===== config.mk =====
export PLATFORM = sky130hd
export DESIGN_NAME = prog_ctr_fsm
export DESIGN_NICKNAME = d
export VERILOG_FILES = /design/src/rtl/prog_ctr_pkg.sv /design/src/rtl/prog_ctr_fsm_sat_counter.sv /design/src/rtl/prog_ctr_fsm.sv
export SDC_FILE = /design/constraint.sdc
export NUM_CORES = 1
export LEC_CHECK = 0
export ABC_CLOCK_PERIOD_IN_PS = 3150
export BUFFER_PORTS_ARGS = -buffer_cell sky130_fd_sc_hd__buf_2
export CORE_MARGIN = 5
export CORE_UTILIZATION = 35
export CTS_BUF_LIST = sky130_fd_sc_hd__clkbuf_16
export DETAILED_ROUTE_END_ITERATION = 10
export MAX_ROUTING_LAYER = met4
export PLACE_DENSITY_LB_ADDON = 0.3
export SYNTH_ARGS = -nofsm -noshare
export SYNTH_HDL_FRONTEND = slang
export SYNTH_SLANG_ARGS = --single-unit

===== constraint.sdc =====
create_clock -name clk -period 3.15 [get_ports clk]
set_clock_uncertainty 0.1 [all_clocks]
set_input_delay 0 -clock clk [delete_from_list [all_inputs] [get_ports clk]]
set_output_delay 0 -clock clk [all_outputs]
set_load 0.01 [all_outputs]

===== src/rtl/prog_ctr_pkg.sv =====
// Shared types and default widths for the fetch-stage program counter.
package prog_ctr_pkg;

  // Run-control states of the program-under-test.
  typedef enum logic [1:0] {
    IDLE = 2'd0,
    RUN  = 2'd1,
    DONE = 2'd2
  } state_t;

  // Default PC width must equal the branch-target LUT width.
  localparam int PC_W  = 12;
  localparam int CNT_W = 16;

endpackage


===== src/rtl/prog_ctr_fsm_sat_counter.sv =====
// Saturating up-counter with synchronous clear.
// Clear beats increment; the count sticks at all-ones and never wraps.
module sat_counter #(
  parameter int W = 16
) (
  input  logic         clk,
  input  logic         rst_n,
  input  logic         i_clr,
  input  logic         i_inc,
  output logic [W-1:0] o_cnt
);

  logic [W-1:0] r_cnt;
  logic         w_at_max;

  assign w_at_max = (r_cnt == {W{1'b1}});
  assign o_cnt    = r_cnt;

  // Count register: clear, else increment unless already saturated.
  always_ff @(posedge clk or negedge rst_n) begin
    if (!rst_n) begin
      r_cnt <= '0;
    end else if (i_clr) begin
      r_cnt <= '0;
    end else if (i_inc && !w_at_max) begin
      r_cnt <= r_cnt + {{(W-1){1'b0}}, 1'b1};
    end
  end

endmodule


===== src/rtl/prog_ctr_fsm.sv =====
// Fetch-stage program counter with start/run/stall/branch/halt/done control
// and a saturating retired-instruction counter.
// Optional macro PC_LINK_EN adds call/ret inputs and a link register.
//
// Handshake: there is no valid/ready pair here; every control input is a
// per-cycle qualifier sampled on the rising edge, and the resulting pc is
// visible in the following cycle (no bubble after a taken branch).
module prog_ctr_fsm
  import prog_ctr_pkg::*;
#(
  parameter int D  = PC_W,
  parameter int CW = CNT_W
) (
  input  logic          clk,
  input  logic          rst_n,
  input  logic          start,
  input  logic [D-1:0]  start_addr,
  input  logic          stall,
  input  logic          branch_taken,
  input  logic [D-1:0]  target,
  input  logic          halt,
`ifdef PC_LINK_EN
  input  logic          call,
  input  logic          ret,
`endif
  output logic [D-1:0]  pc,
  output logic          running,
  output logic          done,
  output logic          pc_wrap,
  output logic [CW-1:0] instr_cnt,
  output state_t        dbg_state
);

  state_t       r_state;
  logic [D-1:0] r_pc;
  logic         r_running;
  logic         r_done;
  logic         r_wrap;
  logic [D-1:0] w_pc_inc;
  logic         w_pc_at_max;
  logic         w_cnt_clr;
  logic         w_cnt_inc;
`ifdef PC_LINK_EN
  logic [D-1:0] r_link;
`endif

  assign w_pc_inc    = r_pc + {{(D-1){1'b0}}, 1'b1};
  assign w_pc_at_max = (r_pc == {D{1'b1}});

  // A start in any state restarts the count; in RUN every non-stalled
  // instruction retires, and halt retires even when stall is also high.
  assign w_cnt_clr = start;
  assign w_cnt_inc = (r_state == RUN) && !start && (halt || !stall);

  // Run-control FSM with registered pc, status flags and link register.
  always_ff @(posedge clk or negedge rst_n) begin
    if (!rst_n) begin
      r_state   <= IDLE;
      r_pc      <= '0;
      r_running <= 1'b0;
      r_done    <= 1'b0;
      r_wrap    <= 1'b0;
`ifdef PC_LINK_EN
      r_link    <= '0;
`endif
    end else begin
      case (r_state)
        IDLE, DONE: begin
          if (start) begin
            r_state   <= RUN;
            r_pc      <= start_addr;
            r_wrap    <= 1'b0;
            r_running <= 1'b1;
            r_done    <= 1'b0;
          end
        end
        RUN: begin
          if (start) begin
            r_pc      <= start_addr;
            r_wrap    <= 1'b0;
          end else if (halt) begin
            r_state   <= DONE;
            r_running <= 1'b0;
            r_done    <= 1'b1;
          end else if (stall) begin
            r_pc      <= r_pc;
`ifdef PC_LINK_EN
          end else if (call) begin
            r_pc      <= target;
            r_link    <= w_pc_inc;
          end else if (ret) begin
            r_pc      <= r_link;
`endif
          end else if (branch_taken) begin
            r_pc      <= target;
          end else begin
            r_pc      <= w_pc_inc;
            if (w_pc_at_max) begin
              r_wrap  <= 1'b1;
            end
          end
        end
        default: begin
          r_state   <= IDLE;
          r_running <= 1'b0;
          r_done    <= 1'b0;
        end
      endcase
    end
  end

  sat_counter #(
    .W(CW)
  ) u_instr_cnt (
    .clk   (clk),
    .rst_n (rst_n),
    .i_clr (w_cnt_clr),
    .i_inc (w_cnt_inc),
    .o_cnt (instr_cnt)
  );

  assign pc        = r_pc;
  assign running   = r_running;
  assign done      = r_done;
  assign pc_wrap   = r_wrap;
  assign dbg_state = r_state;

endmodule


==> results.sh <==
export IMPL_worstMarginPinSlew_ns=0.9242
export IMPL_status="complete, no violations"
export IMPL_slew_headroom_pct=37.97
export IMPL_drive_gt1_share_pct=27.96
export IMPL_crit_type="reg -> reg"
export IMPL_yosysWarnings=0
export IMPL_reg2reg_slack_ns=0.71
export IMPL_die_area_um2=7603
export IMPL_clkPwrFrac_pct=36.2
export IMPL_drcViolationCount=0
export IMPL_finalSetupTns_ns=0
export IMPL_switching_share_pct=30.49
export IMPL_powerDensity_nw_per_um2=464.5
export IMPL_antenna_cells=0
export IMPL_netlist_instances=232
export IMPL_hp_class="in -> reg"
export IMPL_setup_violations=0
export IMPL_crit_required_ns=3.27
export IMPL_cts_inserted_buffers=5
export IMPL_clock_sinks=32
export IMPL_syn_to_final_growth_pct=29.63
export IMPL_power_mw=1.256
export IMPL_grt_ovfl_total=0
export IMPL_hold_buffers=14
export IMPL_path_clk_slew_ns=0.05
export IMPL_syn_num_nets=264
export IMPL_internal_power_mw=0.8730
export IMPL_routed_wl_mm=5.729
export IMPL_row_count=28
export IMPL_core_um2=5851
export IMPL_final_nets=335
export IMPL_cpPeakStageDelay_ns=0.57
export IMPL_preCtsSetupSlack_ns=1.032
export IMPL_regArea_um2=800.8
export IMPL_dr_first_iter_drc_count=114
export IMPL_ys_async_sr_fraction_pct=100.0
export IMPL_path_cells="nor3b_1, o21a_1, nand2_1, o221ai_1, dlygate4sd3_1"
export IMPL_first_global_vias=1983
export IMPL_p_leak_nw=1.204
export IMPL_finalMaxSlewViolations=0
export IMPL_seqPwrFrac_pct=41.4
export IMPL_p_sw_mw=0.3829
export IMPL_critPathSlowestCell="dlygate4sd3_1"
export IMPL_wl_per_cell_um=15.12
export IMPL_insertion_delay_ns=0.28
export IMPL_die_w_um=87.20
export IMPL_yosysUniqueCellTypes=54
export IMPL_gp_congestion=0.8633
export IMPL_yosysTopAreaCell="dfrtp_1"
export IMPL_startpoint_type="flop"
export IMPL_end_kind="flop"
export IMPL_fillers=579
export IMPL_comb_power_share_pct=22.4
export IMPL_layout_common_cells="buf_2 (62), dfrtp_1 (32), nand2_1 (25)"
export IMPL_ys_seq_area_share_pct=38.39
export IMPL_ys_ff_latch=32
export IMPL_num_vias=2085
export IMPL_fmax_ghz=0.4096
export IMPL_gr_usage_all_layers_pct=16.46
export IMPL_multi_input_area_um2=1189
export IMPL_grt_pass1_wl_mm=9.625
export IMPL_fin_hold_ws_ns=0.001299
export IMPL_finalHoldViolCount=0
export IMPL_cts_setup_buffers=0
export IMPL_synth_edf_count=0
export IMPL_clock_path_buffers=2
export IMPL_synth_ff_type="dfrtp_1"
export IMPL_yosys_area_top_type_share_pct=38.39
export IMPL_grt_max_degree=33
export IMPL_antenna_found_initial=0
export IMPL_tritoncts="done"
export IMPL_layout_commonest_cell="buf_2"
export IMPL_fin_crit_sh_pct=77.51
export IMPL_fin_crit_ns=2.442
export IMPL_layout_setup_ws_ns=0.7084
export IMPL_cts_resized=0
export IMPL_netlist_area_um2=2086
export IMPL_io_pins=63
export IMPL_die_height_um=87.20
export IMPL_first_pass_iters=4
export IMPL_root_buffer="clkbuf_16"
export IMPL_maxCapViolations=0
export IMPL_io_buffers=62
export IMPL_irDropWorstVdd_mv=0.2503
export IMPL_rsz0062_at_grt="false"
export IMPL_ant_nets=0
export IMPL_start_util_pct=35.65
export IMPL_dpl_hpwl_mm=4.053
export IMPL_vias_per_cell=5.501
export IMPL_syn_avg_cell_area_um2=8.990
export IMPL_cp_data_arrival_time_ns=2.56
export IMPL_path_max_fanout=13
export IMPL_synth_area_leaders="dfrtp_1 (38%), mux2_2 (4.9%), nand2_1 (4.5%)"
export IMPL_cts_htree_levels=2
==> through the flow <==
| stage | std cells | util [%] | cell area [µm²] |
|---|---|---|---|
| floorplan | 232 | - | 2086 |
| global placement | 357 | 41.49 | 2427 |
| detailed placement | 357 | 41.49 | 2427 |
| CTS | 379 | 46.21 | 2704 |
| global route | 379 | 46.21 | 2704 |
| finish | 379 | 46.21 | 2704 |
==> routing by layer <==
metal / part of all wire, % / global-route usage (%) / vias to the layer above
met1: 46 / 22.18 / 1006
met2: 46 / 24.29 / 63
met3: 6.5 / 3.974 / 8
met5: 0 / - / -
met4: 1.4 / 5.439 / 0
li1: - / - / 1008
==> cell families after synthesis <==
family / synth area share (%)
adder cells (fa/ha/maj): 1.200
flip-flops: 38.39
AND/OR/NAND/NOR: 25.74
AO/OA/AOI/OAI: 19.26
multiplexers: 8.699
XOR/XNOR: 2.099
buffers and inverters: 4.618
==> registers in the layout (all words and copies together), names as in the netlist <==
signal,flops
dbg_state,2
pc,12
pc_wrap,1
running,1
u_instr_cnt.o_cnt,16
==> worst max-delay path, delay by kind of cell (launching register included) <==
| kind | cells | cell delay, ns |
|---|---|---|
| buf+inv | 1 | 0.57 |
| flops | 1 | 0.47 |
| compound gates | 2 | 0.71 |
| simple gates | 2 | 0.53 |
==> Yosys cell counts, types with 2 or more instances <==
cell type   n
a221o_1     3
a21oi_1    17
o31ai_1     5
nand3_1    17
ha_1        2
o21ai_0     7
mux2_2      9
nor2_1     15
clkbuf_1    5
nand2_1    25
a211oi_1    4
clkbuf_2    3
or4_1       4
o22ai_1     2
xnor2_1     4
nor3_1      6
nor4_1      2
o21a_1      2
nand4_1     5
nand2b_1    3
buf_2       3
and4_1      2
o311ai_0    2
nor2b_1     7
mux2i_1     8
dfrtp_1    32
o41ai_1     4
o211ai_1    3
inv_1       6
==> power groups by stage <==
stage | combinational [mW] | sequential (mW) | clock (mW)
CTS | 0.284 | 0.519 | 0.470
finish | 0.281 | 0.520 | 0.455
detailed placement | 0.259 | 0.526 | 0
floorplan | 0.150 | 0.530 | 0
global placement | 0.258 | 0.525 | 0
global route | 0.315 | 0.528 | 0.483
==> layout make-up <==
| cell class | count | area share [%] |
|---|---|---|
| clock inverter | 3 | 0.4165 |
| inverter | 7 | 0.9718 |
| sequential | 32 | 29.62 |
| timing repair buffer | 77 | 16.94 |
| clock buffer | 5 | 4.627 |
| multi-input combinational | 180 | 43.96 |
| tap | 75 | 3.471 |
==> path summary, 6_finish.rpt <==
path                                        from               endpoint  depth (start not counted)
hold reg to reg            u_instr_cnt.o_cnt[10]  u_instr_cnt.o_cnt[10]                          1
setup reg to reg                    dbg_state[0]                  pc[6]                          5
setup / recovery                    dbg_state[0]                  pc[6]                          5
min in group asynchronous                  rst_n   u_instr_cnt.o_cnt[4]                          2
hold / removal                     start_addr[5]                  pc[5]                          4
max in group asynchronous                  rst_n   u_instr_cnt.o_cnt[1]                          2
(Power assumes the default switching activity.)
